--- src/rtl/wb_regfile.sv ---
// Write-back stage and architectural register file.
// Selects the write-back value, applies conditional-move gating, commits to
// the register array, serves two bypassed read ports and counts commits.
module wb_regfile #(
    parameter int unsigned DATA_W = 32,
    parameter int unsigned ADDR_W = 5,
    parameter int unsigned CNT_W  = 32
) (
    input  logic              Clk,
    input  logic              Reset,
    input  logic              WB_RegWrite,
    input  logic              WB_CondMov,
    input  logic              WB_ZeroFlag,
    input  logic              WB_MemtoReg,
    input  logic [DATA_W-1:0] WB_ALUResult,
    input  logic [DATA_W-1:0] WB_DMResult,
    input  logic [ADDR_W-1:0] WB_WriteRegister,
    input  logic [ADDR_W-1:0] ID_ReadRegister1,
    input  logic [ADDR_W-1:0] ID_ReadRegister2,
    output logic [DATA_W-1:0] ID_ReadData1,
    output logic [DATA_W-1:0] ID_ReadData2,
    output logic [DATA_W-1:0] WB_WriteData,
    output logic              WB_WriteEnable,
    output logic [CNT_W-1:0]  WriteCount
);

    localparam int unsigned NREGS = 2 ** ADDR_W;

    logic [DATA_W-1:0] regs [NREGS];

    // Write-back value selection and effective commit strobe
    always_comb begin
        WB_WriteData   = WB_MemtoReg ? WB_DMResult : WB_ALUResult;
        WB_WriteEnable = !Reset && WB_RegWrite && (!WB_CondMov || WB_ZeroFlag)
                         && (WB_WriteRegister != '0);
    end

    // Register 0 is hardwired to zero; otherwise a same-cycle commit to the
    // addressed register is bypassed ahead of the array contents.
    function automatic logic [DATA_W-1:0] read_port(input logic [ADDR_W-1:0] idx);
        logic [DATA_W-1:0] val;
        val = '0;
        if (idx == '0)
            val = '0;
        else if (WB_WriteEnable && (idx == WB_WriteRegister))
            val = WB_WriteData;
        else
            val = regs[idx];
        return val;
    endfunction

    // Both read ports resolve independently
    always_comb begin
        ID_ReadData1 = read_port(ID_ReadRegister1);
        ID_ReadData2 = read_port(ID_ReadRegister2);
    end

    // Commit, counter and synchronous clear (reset discards any pending write)
    always_ff @(posedge Clk) begin
        if (Reset) begin
            for (int unsigned i = 0; i < NREGS; i++)
                regs[ADDR_W'(i)] <= '0;
            WriteCount <= '0;
        end else if (WB_WriteEnable) begin
            regs[WB_WriteRegister] <= WB_WriteData;
            WriteCount             <= WriteCount + 1'b1;
        end
    end

endmodule

--- config.mk ---
export PLATFORM = sky130hd
export DESIGN_NAME = wb_regfile
export DESIGN_NICKNAME = d
export VERILOG_FILES = /design/src/rtl/wb_regfile.sv
export SDC_FILE = /design/constraint.sdc
export NUM_CORES = 2
export LEC_CHECK = 0
export CORE_MARGIN = 5
export CORE_UTILIZATION = 67
export CTS_BUF_LIST = sky130_fd_sc_hd__clkbuf_16
export DETAILED_ROUTE_END_ITERATION = 8
export PLACE_DENSITY = 0.87
export REMOVE_ABC_BUFFERS = 1
export SLEW_MARGIN = 20
export SYNTH_ARGS = -nofsm -noshare
export SYNTH_HDL_FRONTEND = slang
export SYNTH_SLANG_ARGS = --single-unit
--- constraint.sdc ---
create_clock -name Clk -period 8.7 [get_ports Clk]
set_clock_uncertainty 0.05 [all_clocks]
set_input_delay 1.74 -clock Clk [delete_from_list [all_inputs] [get_ports Clk]]
set_output_delay 1.74 -clock Clk [all_outputs]
set_load 0.05 [all_outputs]
**After elaboration in Yosys (flattened, before gate mapping)**

Memory sizes are Yosys's and may differ from the RTL's.
Cells that the tools add are included.

- Bits of input ports: 85
- Latch bits: 0
- Memory bits (writable): 1,024
- Memories: 1
- Register bits: 32
- Word-level logic and storage cells: 30
- Memory bits (read-only): 0

Memories:

| name | depth | bits a word | rd ports | clocked after Yosys merged registers in | write ports | line | RTL |
|---|---|---|---|---|---|---|---|
| regs | 32 | 32 | 2 | 0 | 32 | 29 | `logic [DATA_W-1:0] regs [NREGS];` |

- $mul: 0
- Mux-type cells: 13
- Shift-type cells: 0
- Reduce and logical (&&, ||, !) cells: 12
- $add $sub $neg: 1
- Equality and inequality tests: 2
- Div/mod/pow operators: 0
- Bitwise logic cells: 0
- Order comparisons: 0

Operators by type and width:

| operator | number |
|---|---|
| $mux W32 | 6 |
| $add A32 B1 Y32 const B | 1 |
| $reduce_or A32 Y1 | 1 |
| $eq A5 B5 Y1 | 2 |
| $logic_not A5 Y1 | 2 |
| $mux W1 | 6 |
| $logic_and A1 B1 Y1 | 5 |
| $mux W5 | 1 |
| $reduce_bool A5 Y1 | 1 |
| $logic_not A1 Y1 | 2 |
| $logic_or A1 B1 Y1 | 1 |

**Depth between registers and ports, before layout**

- Depth after elaboration: 9
- Depth in mapped cells: 10
- Depth with buffers taken out: 6

**Least setup slack after synthesis**

OpenSTA, ideal clock, no wires.

- Kind: input port to output port
- From: input port ID_ReadRegister1[0]
- To: output port ID_ReadData1[17]
- Data arrival time: 4.329 ns
- Required time: 6.910 ns
- Setup slack: 2.581 ns
- Cell stages on the path: 8
- Cells stage by stage: buf_4 > buf_4 > buf_4 > mux2i_1 > a221oi_1 > nor3_1 > o311a_1 > a211oi_1

- Cells in the longest elaborated chain, start to end: 4

Ends and longest elaborated chain:

| element | line | RTL |
|---|---|---|
| from (decl) | 18 | `input logic [ADDR_W-1:0] ID_ReadRegister1,` |
| branches (longest 3 deep; another with $mem_v2 Z32 W32) | -- |  |
| $mux W32 (*) | 43 | `if (idx == '0)` |
| to (decl) | 20 | `output logic [DATA_W-1:0] ID_ReadData1,` |

Every way passes the cells marked *.

**Worst setup path after layout**

- From: input port ID_ReadRegister1[3]
- To: output port ID_ReadData1[4]

Same word-level chain as after synthesis.

==> summary.md <==
| Metric | Value |
|---|---|
| Status | finished, final reports clean |
| Synth Register Bits | 1056 |
| Power Dens Cells | 202 nW/um2 |
| Post-CTS sizing | 0 |
| Worst-Margin Slew | 1.12 ns |
| Post-synthesis sequential area ratio | 56.9% |
| Startpoint Class | input port |
| Number of flops mapped to enable cells by yosys | 1024 |
| Number of max-cap violations | 0 |
| Post-CTS Setup Inserts | 0 |
| Worst Path Required | 6.91 ns |
| RSZ-0062 raised after global routing | no |
| Sink Count | 1056 |
| Relative slew slack | 24.7% |
| Synth top cells by count | nor2_1 (1025), edfxtp_1 (1024), mux4_2 (494) |
| Final ANT Viol Nets | 0 |
| Congestion Overflow GR | 0 |
| CTS Buf Count | 108 |
| Mapped cell area | 55200 um2 |
| Total Routing Usage GR | 44.5% |
| Crit-path slowest cell | clkdlybuf4s50_1 |
| Slew Viols, Final | 0 |
| Count leader, synth | nor2_1 |
| Crit path largest cell delay | 0.97 ns |
| Vert. Die Dim | 297 um |
| Via-to-Cell Ratio | 8.08 |
| Drt wl/cell | 38.1 um |
| Final period util | 88.3% |
| Worst path arrival time | 5.90 ns |
| First-pass GRT wire length | 285 mm |
| Post-synth ARST share | 0% |
| Top post-synthesis cells by area | edfxtp_1 (56%), mux4_2 (20%), nor2_1 (7.0%) |
| Cell mode on critical path | buf_4 |
| Fmax | 0.130 GHz |
| Reg2reg path depth | 5 |
| Total negative setup slack | 0 ns |
| Latest clock arrival within the worst-skew pair | 0.68 ns |
| Final Net Count | 4124 |
| Max VDD drop | 0.182 mV |
| Power, Total | 0.0126 W |
| Primary FF master, synth | edfxtp_1 |
| Reg2reg start | WriteCount[3] |
| Num ports | 214 |
| Vias in the first global route | 42.8k |
| CP max FO | 24 |
| CTS tree | built |
| Post-synth top area cell | edfxtp_1 |
| Post-synth cell types | 61 |
| Critical Path Sink | ID_ReadData1[4] |
| Cts hold-fix bufs | 0 |
| RePlAce Congestion | 0.912 |
| Layout cell share with drive strength beyond 1 | 23.2% |
| I/O Buffers | 213 |
| Initial antenna violation count | 8 |
| Clk pin slew, worst setup/hold paths | 0.06 ns |
| First-pass iteration count of the detailed router | 8 |
| Die area | 88200 um2 |
| Hold crit path type | reg2reg |
| DRC violations left | 0 |
| CP bufs+invs | 5 |
| Synth Instances | 3948 |
| Floorplan core area | 81800 um2 |
| DR vias | 42.0k |
| Largest net degree at the start of global routing | 100 |
| Post-synth top area share | 55.7% |
| Root Buffer | clkbuf_16 |
| CP startpoint | ID_ReadRegister1[3] |
| Syn avg cell area | 14.0 um2 |
| R2R setup slack | 6.16 ns |
| DP HPWL | 109 mm |
| Worst r2r dst | WriteCount[27] |
| 1st-iter DRT viols | 8794 |
| CP Depth | 8 |
| Endpoints failing setup | 0 |
| Chip width | 297 um |
| Cell breakdown of the critical path | clkdlybuf4s50_1 > buf_4 > nor2_2 > buf_4 > and3b_2 > buf_4 > o31ai_1 > clkdlybuf4s50_1 |
| H-tree levels | 3 |
| Hold Fails Final Rpt | 0 |
| Crit-path leading delay family | buffers and inverters |
| WS Path Type | in2out |
| Initial Util | 67.4% |
| Routed WL | 198 mm |
| Tmin final | 7.69 ns |
| Area growth from synthesis to layout | 12.8% |
| Leak | 21.8 nW |
| Worst-case clock buffer depth | 3 |
| Worst Setup End Kind | primary output |
| Row cnt | 105 |
| Synth Warn # | 0 |
-- logic make-up (layout without fill, tap and decap cells) --
logic type	count (synthesis)	after routing	synth area share (%)
AOI/OAI and AO/OA	297	297	3.90
buffers and inverters	450	597	3.57
muxes	759	759	25.1
adders and majority gates	1	1	0.0227
other	1	36	0.00680
DFF	1056	1056	56.9
xor gates and xnor gates	24	24	0.381
and+or+nand+nor	1360	1360	10.2
-- cell usage in the layout, fill, tap and decap left out, drive strengths merged, types with 39 or more instances in the layout --
cell and n:
a21oi 40, a221oi 39, buf 156, clkbuf 111
clkdlybuf4s50 202, clkinv 50, edfxtp 1024, inv 64
mux2 39, mux2i 226, mux4 494, nand2 134
nand2b 46, nor2 1026
-- worst min-delay path by stage --
| stage | start | to | cells after the start |
|---|---|---|---|
| floorplan | WriteCount[31] | WriteCount[31] | 2 |
| global placement | WriteCount[31] | WriteCount[31] | 2 |
| detailed placement | WriteCount[17] | WriteCount[17] | 2 |
| CTS | WriteCount[31] | WriteCount[31] | 2 |
| global route | WriteCount[31] | WriteCount[31] | 2 |
| finish | WriteCount[31] | WriteCount[31] | 2 |
-- state kept, by name (all words and copies together) (netlist names) --
register    count
regs         1024
WriteCount     32
-- metal layers --
layer | track usage, % | share of wire [%]
met1 | 53.5 | 28
met2 | 63.7 | 42
met3 | 19.9 | 19
met4 | 33.6 | 11
met5 | 0.920 | 0.090
-- metrics by stage --
step	setup WS, ns	instance area [um2]	std cells	utilization, %	hold slack [ns]
3_3_place_gp	1.36	58800	4997	71.8	0.411
6_report	1.01	62200	5200	76.0	0.449
4_1_cts	1.21	62200	5195	76.0	0.449
2_1_floorplan	2.13	53500	3569	-	0.648
5_1_grt	1.19	62200	5196	76.0	0.470
3_5_place_dp	1.33	58800	4997	71.8	0.442
-- power breakdown --
group | internal (W) | leakage [nW] | switching (W)
clock network | 0.00258 | 1.77 | 0.00202
logic | 0.000749 | 10.0 | 0.00121
registers | 0.00585 | 10.0 | 0.000162
-- worst min-delay path, stage by stage (launching register included) --
cell     delay [ns]
dfxtp_1        0.32
o31ai_1        0.07
a21oi_1        0.06
-- cell type report --
| class | count | area [um2] |
|---|---|---|
| Inverter | 40 | 151 |
| Sequential cell | 1056 | 31400 |
| Timing Repair Buffer | 359 | 3370 |
| Tap cell | 1070 | 1340 |
| Clock buffer | 110 | 2750 |
| Antenna cell | 4 | 10.0 |
| Fill cell | 4487 | 19600 |
| Clock inverter | 88 | 664 |
| Multi-Input combinational cell | 2473 | 22500 |
Note: power is estimated with default switching activity, not from simulation.
